$ cat src/rtl/stack_arbiter_pkg.sv
// stack_arbiter_pkg -- shared definitions for the stack arbiter slice.
//   OP_PUSH / OP_POP : request opcode encoding on req_op
//   state_t          : flush sequencer states (RUN, FLUSH, DRAIN)
//   DEF_DW/DEF_DEPTH : default data width and attached LIFO depth
package stack_arbiter_pkg;

   localparam logic OP_PUSH   = 1'b0;
   localparam logic OP_POP    = 1'b1;
   localparam int   DEF_DW    = 16;
   localparam int   DEF_DEPTH = 16;

   typedef enum logic [1:0] {
      RUN   = 2'd0,
      FLUSH = 2'd1,
      DRAIN = 2'd2
   } state_t;

endpackage

$ cat src/rtl/stack_arbiter_if.sv
// stack_arbiter_if -- requester-side bundle of the stack arbiter.
//   req_valid/req_op/req_data : per-requester request (op 0 = push, 1 = pop);
//                               requester i owns req_data[i*DW +: DW]
//   req_ready                 : one-hot grant back to the requesters
//   resp_valid/id/data/err    : single-cycle pop response
// Modports: master = requester side, slave = arbiter side.
interface stack_arbiter_if
   import stack_arbiter_pkg::*;
#(
   parameter int NREQ = 2,
   parameter int DW   = DEF_DW,
   parameter int IDW  = 1
);

   logic [NREQ-1:0]    req_valid;
   logic [NREQ-1:0]    req_op;
   logic [NREQ*DW-1:0] req_data;
   logic [NREQ-1:0]    req_ready;
   logic               resp_valid;
   logic [IDW-1:0]     resp_id;
   logic [DW-1:0]      resp_data;
   logic               resp_err;

   modport master (
      output req_valid, req_op, req_data,
      input  req_ready, resp_valid, resp_id, resp_data, resp_err
   );

   modport slave (
      input  req_valid, req_op, req_data,
      output req_ready, resp_valid, resp_id, resp_data, resp_err
   );

endinterface

$ cat src/rtl/stack_arbiter_rr_arbiter.sv
// rr_arbiter -- NREQ-wide round-robin grant.
//   clock, reset : rising-edge clock, synchronous active-high reset
//   eligible     : requesters that may be granted this cycle
//   advance      : a grant was taken; move priority past the grantee
//   grant        : one-hot grant (zero when nothing is eligible)
//   grant_idx    : binary index of the grantee
// Priority starts at ptr, the requester after the last grantee; reset
// puts ptr on requester 0.
module rr_arbiter #(
   parameter int NREQ = 2,
   parameter int IDW  = 1
) (
   input  logic            clock,
   input  logic            reset,
   input  logic [NREQ-1:0] eligible,
   input  logic            advance,
   output logic [NREQ-1:0] grant,
   output logic [IDW-1:0]  grant_idx
);

   logic [IDW-1:0] ptr;
   logic           found;

   // Two passes give the wrapped search order ptr..NREQ-1, then 0..ptr-1.
   always_comb begin
      grant     = '0;
      grant_idx = '0;
      found     = 1'b0;
      for (int j = 0; j < NREQ; j++) begin
         if (!found && eligible[j] && (j >= int'(ptr))) begin
            grant[j]  = 1'b1;
            grant_idx = IDW'(j);
            found     = 1'b1;
         end
      end
      for (int j = 0; j < NREQ; j++) begin
         if (!found && eligible[j] && (j < int'(ptr))) begin
            grant[j]  = 1'b1;
            grant_idx = IDW'(j);
            found     = 1'b1;
         end
      end
   end

   always_ff @(posedge clock) begin
      if (reset)
         ptr <= '0;
      else if (advance)
         ptr <= (int'(grant_idx) == NREQ - 1) ? '0 : grant_idx + IDW'(1);
   end

endmodule

$ cat src/rtl/stack_arbiter.sv
// stack_arbiter -- shares one LIFO between NREQ requesters.
//   clock, reset        : rising-edge clock, synchronous active-high reset
//   bus (slave)         : request/grant handshake and pop responses
//   flush / flush_done  : flush request, one-cycle completion pulse
//   lifo_reset/push/pop : LIFO controls; lifo_data is the push word
//   lifo_q              : LIFO read word, holding the popped value in the
//                         cycle after lifo_pop
//   lifo_empty/full     : registered LIFO status flags
//   occupancy/high_water: only with STACK_ARBITER_OCCUPANCY_EN defined;
//                         shadow fill count and its maximum since reset
// At most one stack operation is issued per cycle. Pop responses come out
// the cycle after the grant; a pop on an empty stack answers resp_err=1.
module stack_arbiter
   import stack_arbiter_pkg::*;
#(
   parameter int NREQ  = 2,
   parameter int DEPTH = DEF_DEPTH,
   parameter int DW    = DEF_DW,
   parameter int IDW   = 1
) (
   input  logic          clock,
   input  logic          reset,
   stack_arbiter_if.slave bus,
   input  logic          flush,
   output logic          flush_done,
   output logic          lifo_reset,
   output logic          lifo_push,
   output logic          lifo_pop,
   output logic [DW-1:0] lifo_data,
   input  logic [DW-1:0] lifo_q,
   input  logic          lifo_empty,
   input  logic          lifo_full
`ifdef STACK_ARBITER_OCCUPANCY_EN
   ,
   output logic [$clog2(DEPTH+1)-1:0] occupancy,
   output logic [$clog2(DEPTH+1)-1:0] high_water
`endif
);

   state_t                   state, state_nx;
   logic                     run_ok;
   logic                     push_ok;
   logic [NREQ-1:0]          eligible;
   logic [NREQ-1:0]          grant;
   logic [IDW-1:0]           gidx;
   logic                     any_grant;
   logic                     g_op;
   logic                     pop_grant;
   logic [NREQ-1:0][DW-1:0]  req_data_a;
   logic                     rv_q, rerr_q;
   logic [IDW-1:0]           rid_q;
   logic                     resp_v;

   // ---------------- flush sequencer ----------------
   always_ff @(posedge clock) begin
      if (reset) state <= RUN;
      else       state <= state_nx;
   end

   always_comb begin
      state_nx   = state;
      run_ok     = 1'b0;
      flush_done = 1'b0;
      lifo_reset = reset;
      case (state)
         RUN: begin
            // flush wins over every request in the cycle it is seen
            if (flush) state_nx = FLUSH;
            else       run_ok   = !reset;
         end
         FLUSH: begin
            state_nx   = DRAIN;
            lifo_reset = 1'b1;
         end
         DRAIN: begin
            // LIFO flags settle from the reset during this cycle
            state_nx   = RUN;
            flush_done = !reset;
         end
         default: state_nx = RUN;
      endcase
   end

   // ---------------- push eligibility ----------------
`ifdef STACK_ARBITER_OCCUPANCY_EN
   localparam int OW = $clog2(DEPTH + 1);
   logic [OW-1:0] occ_nx;
   logic          unused_full;

   // The shadow count is exact at every edge, so the lagging full flag
   // is not needed and pushes may issue back to back.
   assign unused_full = lifo_full;
   assign push_ok     = (occupancy < OW'(DEPTH));

   always_comb begin
      occ_nx = occupancy;
      if (state == FLUSH)  occ_nx = '0;
      else if (lifo_push)  occ_nx = occupancy + OW'(1);
      else if (lifo_pop)   occ_nx = occupancy - OW'(1);
   end

   always_ff @(posedge clock) begin
      if (reset) begin
         occupancy  <= '0;
         high_water <= '0;
      end else begin
         occupancy <= occ_nx;
         if (occ_nx > high_water) high_water <= occ_nx;
      end
   end
`else
   logic last_push;

   // lifo_full does not yet reflect a push issued last cycle
   always_ff @(posedge clock) begin
      if (reset) last_push <= 1'b0;
      else       last_push <= lifo_push;
   end

   assign push_ok = !lifo_full && !last_push;
`endif

   // ---------------- arbitration ----------------
   always_comb begin
      eligible = '0;
      for (int i = 0; i < NREQ; i++)
         eligible[i] = run_ok && bus.req_valid[i] &&
                       ((bus.req_op[i] == OP_POP) || push_ok);
   end

   rr_arbiter #(.NREQ(NREQ), .IDW(IDW)) u_rr (
      .clock     (clock),
      .reset     (reset),
      .eligible  (eligible),
      .advance   (any_grant),
      .grant     (grant),
      .grant_idx (gidx)
   );

   assign bus.req_ready = grant;
   assign any_grant     = |grant;
   assign g_op          = bus.req_op[gidx];
   assign pop_grant     = any_grant && (g_op == OP_POP);
   assign req_data_a    = bus.req_data;

   // ---------------- issue ----------------
   assign lifo_push = any_grant && (g_op == OP_PUSH);
   assign lifo_pop  = pop_grant && !lifo_empty;
   assign lifo_data = lifo_push ? req_data_a[gidx] : '0;

   // ---------------- pop response ----------------
   always_ff @(posedge clock) begin
      if (reset) begin
         rv_q   <= 1'b0;
         rid_q  <= '0;
         rerr_q <= 1'b0;
      end else begin
         rv_q   <= pop_grant;
         rid_q  <= pop_grant ? gidx : '0;
         rerr_q <= pop_grant && lifo_empty;
      end
   end

   // Gating with reset drops a response still in flight when reset hits.
   assign resp_v         = rv_q && !reset;
   assign bus.resp_valid = resp_v;
   assign bus.resp_id    = resp_v ? rid_q : '0;
   assign bus.resp_err   = resp_v && rerr_q;
   assign bus.resp_data  = (resp_v && !rerr_q) ? lifo_q : '0;

endmodule

$ cat src/flat_wrapper.sv
// flat-port wrapper written by rule: the top's interface ports become plain ports
module stack_arbiter_flat import stack_arbiter_pkg::*;
#(
   parameter int NREQ  = 2,
   parameter int DEPTH = DEF_DEPTH,
   parameter int DW    = DEF_DW,
   parameter int IDW   = 1
)
  (clock, reset, flush, flush_done, lifo_reset, lifo_push, lifo_pop, lifo_data, lifo_q, lifo_empty, lifo_full, bus_req_valid, bus_req_op, bus_req_data, bus_req_ready, bus_resp_valid, bus_resp_id, bus_resp_data, bus_resp_err);
  stack_arbiter_if #(.NREQ(NREQ), .DW(DW), .IDW(IDW)) bus_i ();
  input  logic clock;
  input  logic reset;
  input  logic flush;
  output logic flush_done;
  output logic lifo_reset;
  output logic lifo_push;
  output logic lifo_pop;
  output logic [DW-1:0] lifo_data;
  input  logic [DW-1:0] lifo_q;
  input  logic lifo_empty;
  input  logic lifo_full;
  input wire logic [$bits(bus_i.req_valid)-1:0] bus_req_valid;
  input wire logic [$bits(bus_i.req_op)-1:0] bus_req_op;
  input wire logic [$bits(bus_i.req_data)-1:0] bus_req_data;
  output wire logic [$bits(bus_i.req_ready)-1:0] bus_req_ready;
  output wire logic [$bits(bus_i.resp_valid)-1:0] bus_resp_valid;
  output wire logic [$bits(bus_i.resp_id)-1:0] bus_resp_id;
  output wire logic [$bits(bus_i.resp_data)-1:0] bus_resp_data;
  output wire logic [$bits(bus_i.resp_err)-1:0] bus_resp_err;
  assign bus_i.req_valid = bus_req_valid;
  assign bus_i.req_op = bus_req_op;
  assign bus_i.req_data = bus_req_data;
  assign bus_req_ready = bus_i.req_ready;
  assign bus_resp_valid = bus_i.resp_valid;
  assign bus_resp_id = bus_i.resp_id;
  assign bus_resp_data = bus_i.resp_data;
  assign bus_resp_err = bus_i.resp_err;
  stack_arbiter #(.NREQ(NREQ), .DEPTH(DEPTH), .DW(DW), .IDW(IDW)) u_core (.clock(clock), .reset(reset), .bus(bus_i), .flush(flush), .flush_done(flush_done), .lifo_reset(lifo_reset), .lifo_push(lifo_push), .lifo_pop(lifo_pop), .lifo_data(lifo_data), .lifo_q(lifo_q), .lifo_empty(lifo_empty), .lifo_full(lifo_full));
endmodule
$ cat config.mk
export PLATFORM = sky130hd
export DESIGN_NAME = stack_arbiter_flat
export DESIGN_NICKNAME = d
export VERILOG_FILES = /design/src/rtl/stack_arbiter_pkg.sv /design/src/rtl/stack_arbiter_if.sv /design/src/rtl/stack_arbiter_rr_arbiter.sv /design/src/rtl/stack_arbiter.sv /design/src/flat_wrapper.sv
export SDC_FILE = /design/constraint.sdc
export NUM_CORES = 1
export LEC_CHECK = 0
export BUFFER_PORTS_ARGS = -buffer_cell sky130_fd_sc_hd__buf_2
export CORE_UTILIZATION = 32
export DETAILED_ROUTE_END_ITERATION = 7
export HOLD_SLACK_MARGIN = 0.12
export PLACE_DENSITY_LB_ADDON = 0.2
export SLEW_MARGIN = 5
export SYNTH_ARGS = -nofsm -noshare
export SYNTH_HDL_FRONTEND = slang
export SYNTH_SLANG_ARGS = --single-unit
$ cat constraint.sdc
create_clock -name clock -period 2.6 [get_ports clock]
set_input_delay 0.52 -clock clock [delete_from_list [all_inputs] [get_ports clock]]
set_output_delay 0.52 -clock clock [all_outputs]
set_load 0.005 [all_outputs]
Word-level counts from Yosys, hierarchy flattened. Cells that the tools add are included. W data, S select, Z words.

Register bits: 7. Output and inout bits: 41. Logic and storage cells: 62.

$add $sub $neg: 1. $lt $le $gt $ge: 3. Equal/unequal tests: 3. Muxes and demuxes: 19. Bitwise gates (word level): 2. Reductions and logical operators: 28.

Operators by type and width (number): $mux W16 (4); $logic_and A1 B1 Y1 (16); $mux W1 (13); $logic_not A1 Y1 (7); $pmux W2 S2 (1); $reduce_or A2 Y1 (2); $eq A2 B1 Y1 const B (1); $eq A2 B2 Y1 const B (1); $logic_not A2 Y1 (1); $logic_or A1 B1 Y1 (2); $lt A1 B2 Y1 const B (1); $mux W2 (1); $ne A2 B2 Y1 const B (1); $not A1 Y1 (2); $add A1 B1 Y1 const B (1); $ge A1 B1 Y1 const A (1); $lt A1 B1 Y1 const A (1).

Logic depth before layout (Yosys ltp).
Depth in word-level cells: 19. Depth in mapped cells: 6.

Modules after synthesis. From an unflattened synthesis, not the netlist that was laid out.

Cell total of the unflattened synthesis: 91. Area total of the unflattened synthesis: 853.3 um2.

By module, submodules not included: stack_arbiter (times used 1, cells each 84, area each 778.2 um2); rr_arbiter (times used 1, cells each 7, area each 75.1 um2).

Least setup slack after synthesis. OpenSTA, ideal clock, no wires.

Path kind: input port to output port. Start point: input port reset. End point: output port lifo_data[2]. Arrival time: 1.686 ns. Required time: 2.080 ns. Setup slack: 0.394 ns. Stages on the path: 5. Cell sequence: or4_4 a2111o_1 buf_6 buf_8 a21oi_2.

Longest elaborated chain between the ends: 19. Elaborated cells between the ends (all ways): 26. Those cells by class: mux (12); bitwise (1); reduce/logical (13).

RTL lines: from (decl) (line flat_wrapper.sv:12) `input logic reset;`; $logic_not A1 Y1 (*) (line stack_arbiter.sv:69) `else run_ok = !reset;`; $mux W1 (*) (line stack_arbiter.sv:68) `if (flush) state_nx = FLUSH;`; $mux W1 (*) (line stack_arbiter.sv:65) `case (state)`; $logic_and A1 B1 Y1 (2 in a row) (line stack_arbiter.sv:127) `eligible[i] = run_ok && bus.req_valid[i] &&`; $logic_and A1 B1 Y1 (line stack_arbiter_rr_arbiter.sv:30) `if (!found && eligible[j] && (j >= int'(ptr))) begin`; $mux W1 (line stack_arbiter_rr_arbiter.sv:30); $logic_not A1 Y1 (line stack_arbiter_rr_arbiter.sv:30); $logic_and A1 B1 Y1 (line stack_arbiter_rr_arbiter.sv:30); $mux W1 (line stack_arbiter_rr_arbiter.sv:30); $logic_not A1 Y1 (line stack_arbiter_rr_arbiter.sv:37) `if (!found && eligible[j] && (j < int'(ptr))) begin`; $logic_and A1 B1 Y1 (2 in a row) (line stack_arbiter_rr_arbiter.sv:37); $mux W1 (line stack_arbiter_rr_arbiter.sv:37); $mux W1 (not written as such) (2 in a row) (line stack_arbiter.sv:142) `assign g_op = bus.req_op[gidx];`; $not A1 Y1 (line stack_arbiter.sv:147) `assign lifo_push = any_grant && (g_op == OP_PUSH);`; $logic_and A1 B1 Y1 (line stack_arbiter.sv:147); $mux W16 (*) (line stack_arbiter.sv:149) `assign lifo_data = lifo_push ? req_data_a[gidx] : '0;`; to (decl) (line flat_wrapper.sv:18) `output logic [DW-1:0] lifo_data;`.

Every way passes the cells marked *; elsewhere a longest branch is shown, timed or not. The select of a mux whose other input is x is not followed.

Worst setup path after layout.
Start point: input port reset. End point: output port lifo_data[13].

Same word-level chain as after synthesis.

==> flow_summary.json <==
{
  "status": "completed",
  "slew_viol_final": 0,
  "grt_pass1_wl_mm": 3.97,
  "power_density_nw_per_um2": 255,
  "relSlewSlack_pct": 64.5,
  "crit_type": "input pin to output port",
  "power_frac_clock_pct": 28.2,
  "synthAdderAreaFrac_pct": 0,
  "clk_latency_ns": 0.25,
  "synth_compound_area_share_pct": 21.8,
  "yosysWarnings": 0,
  "vias": 1157,
  "irDropWorstVdd_uv": 190,
  "crit_path_max_fanout": 18,
  "grt_start_max_net_pins": 20,
  "io_buffers": 97,
  "cts_root_buf": "clkbuf_4",
  "setup_viol": 0,
  "postSynthCellCount": 116,
  "track_usage_pct": 19.4,
  "synthSimpleGateAreaFrac_pct": 52.3,
  "rsz0062_at_grt": "no",
  "gp_congestion": 0.839,
  "pwr-share-seq_pct": 34.3,
  "hold_viol": 0,
  "antenna_cells": 0,
  "postCtsSetupRepairBufs": 0,
  "hp-class": "register to register",
  "place_hpwl_mm": 2.09,
  "max_cap_viol_count": 0,
  "cts_buffers": 3,
  "whs_ns": 0.498,
  "start_util_pct": 34.3,
  "p_int_mw": 0.233,
  "fin_crit_sh_pct": 94.7,
  "synth_edf_count": 0,
  "nNetsFinal": 272,
  "die_h_um": 51.2,
  "synth-seq-cells": 7,
  "drt_iter0_markers": 6,
  "layout_min_cycle_time_ns": 2.46,
  "synth_cell_types": 28,
  "dieArea_um2": 2620,
  "synth_area_um2": 773,
  "setup_tns_ns": 0,
  "clk_pin_slew_ns": 0.05,
  "drcViolationCount": 0,
  "synth_seq_area_share_pct": 18.1,
  "fin_area_um2": 1310,
  "place_area_um2": 1280,
  "critPathLaunch": "reset",
  "critPathCaptureType": "output port",
  "synthFlopType": "dfxtp_1",
  "grt_pass1_vias": 1030,
  "grt_antenna_before_repair": 0,
  "synth_top_family_by_area": "simple AND/OR/NAND/NOR gates",
  "h-tree-depth": 1,
  "coreArea_um2": 2250,
  "cts_resized": 0,
  "via_per_inst": 4.78,
  "clock-sinks": 7,
  "final_layout_size_suffix_gt1_share_pct": 54.2,
  "fin_util_pct": 58.2,
  "area_growth_pct": 69.7,
  "worst_pin_slew_ns": 0.528,
  "synth.area.mux_share_pct": 0,
  "wl_per_cell_um": 10.4,
  "p_leak_nw": 0.774,
  "min_from": "u_core.state[1]",
  "dr.pass1.iters": 4,
  "timing.fmax_mhz": 406,
  "start_kind": "input pin",
  "die_w_um": 51.2,
  "routed_wl_mm": 2.52,
  "overflow": 0,
  "power_frac_comb_pct": 37.5,
  "cts_tree": "yes",
  "async_flop_share_pct": 0,
  "clock_path_buffers": 2,
  "p_sw_share_pct": 30.4,
  "p_sw_mw": 0.102,
  "syn_nets": 173,
  "row_count": 17,
  "critical_path_required_ns": 2.08,
  "syn_avg_cell_area_um2": 6.67,
  "io_pins": 98,
  "cp.arrival_ns": 1.94,
  "totalPowerFinal_mw": 0.335,
  "synth_xor_area_share_pct": 0,
  "r2r-start": "u_core.state[1]",
  "ant_nets": 0,
  "fin_skew_ns": 0.000262,
  "hold_buffers": 0
}
power groups by stage:
stage | sequential, mW | combinational [mW] | clock [mW]
2_1_floorplan | 0.116 | 0.0604 | 0
3_3_place_gp | 0.117 | 0.121 | 0
3_5_place_dp | 0.117 | 0.126 | 0
4_1_cts | 0.115 | 0.126 | 0.0993
5_1_grt | 0.115 | 0.140 | 0.110
6_report | 0.115 | 0.126 | 0.0944
synth_stat cells, types with 2 or more instances:
| cell type | n | area (um^2) |
|---|---|---|
| nand2_1 | 18 | 67.6 |
| nor2b_1 | 2 | 12.5 |
| a21oi_1 | 9 | 45.0 |
| nand3_1 | 17 | 85.1 |
| inv_1 | 3 | 11.3 |
| and3_1 | 2 | 12.5 |
| nand3b_1 | 3 | 22.5 |
| nor2_1 | 4 | 15.0 |
| a21oi_2 | 8 | 70.1 |
| dfxtp_1 | 7 | 140 |
| nand2b_1 | 3 | 18.8 |
| and2_1 | 20 | 125 |
| clkbuf_1 | 5 | 18.8 |
layout make-up:
cell class / count / area [um^2]
Fill cell: 208 / 942
Sequential cell: 7 / 140
Timing Repair Buffer: 102 / 527
Inverter: 3 / 11.3
Clock buffer: 4 / 26.3
Tap cell: 28 / 35.0
Multi-Input combinational cell: 98 / 573
kinds of logic after synthesis:
| family | after synthesis |
|---|---|
| compound gates | 23 |
| simple gates | 75 |
| flops | 7 |
| buf+inv | 11 |
per-layer routing:
layer,share of wire (%),up-vias,GRT usage [%]
met3,10,2,4.46
met4,0.52,0,6.48
met5,0,-,0
met2,51,71,38.6
li1,-,597,-
met1,38,487,19.2
registers in the layout (all words and copies together), names as in the netlist:
name / cells
u_core.last_push: 1
u_core.rerr_q: 1
u_core.rid_q: 1
u_core.rv_q: 1
u_core.state: 2
u_core.u_rr.ptr: 1
metrics by stage:
stage | setup slack (ns) | std cells
detailed placement | 0.112 | 238
CTS | 0.110 | 242
global route | 0.0341 | 242
finish | 0.137 | 242
floorplan | 0.394 | 116
global placement | 0.179 | 238
worst max-delay path, stage by stage:
cell and delay [ns]:
buf_2 0.14, or4_4 0.51, a2111o_1 0.32, buf_6 0.18, a21oi_1 0.13, buf_2 0.13
worst paths after layout:
| path | depth (start not counted) | slack [ns] | end |
|---|---|---|---|
| max | 6 | 0.14 | lifo_data[13] |
| min | 1 | 0.50 | u_core.state[0] |
| max reg2reg | 4 | 1.09 | u_core.last_push |
| min reg2reg | 1 | 0.50 | u_core.state[0] |
cells in the final DEF (no fill, tap or decap):
cell	Yosys	final
a2111o_1	1	1
a21oi_1	9	9
a21oi_2	8	8
a221oi_1	1	1
a32oi_1	1	1
and2_1	20	20
and3_1	2	2
buf_2	0	97
buf_4	0	4
buf_6	1	1
clkbuf_1	5	1
clkbuf_4	0	3
dfxtp_1	7	7
inv_1	3	3
nand2_1	18	18
nand2b_1	3	3
nand3_1	17	17
nand3b_1	3	3
nor2_1	4	4
nor2b_1	2	2
nor3_1	1	1
nor3b_1	1	1
nor4_1	1	1
nor4b_1	1	1
o211ai_1	1	1
o21ba_2	1	1
o21bai_1	1	1
or2_2	1	1
or4_4	1	1
Power figures use the tool's default switching activity.
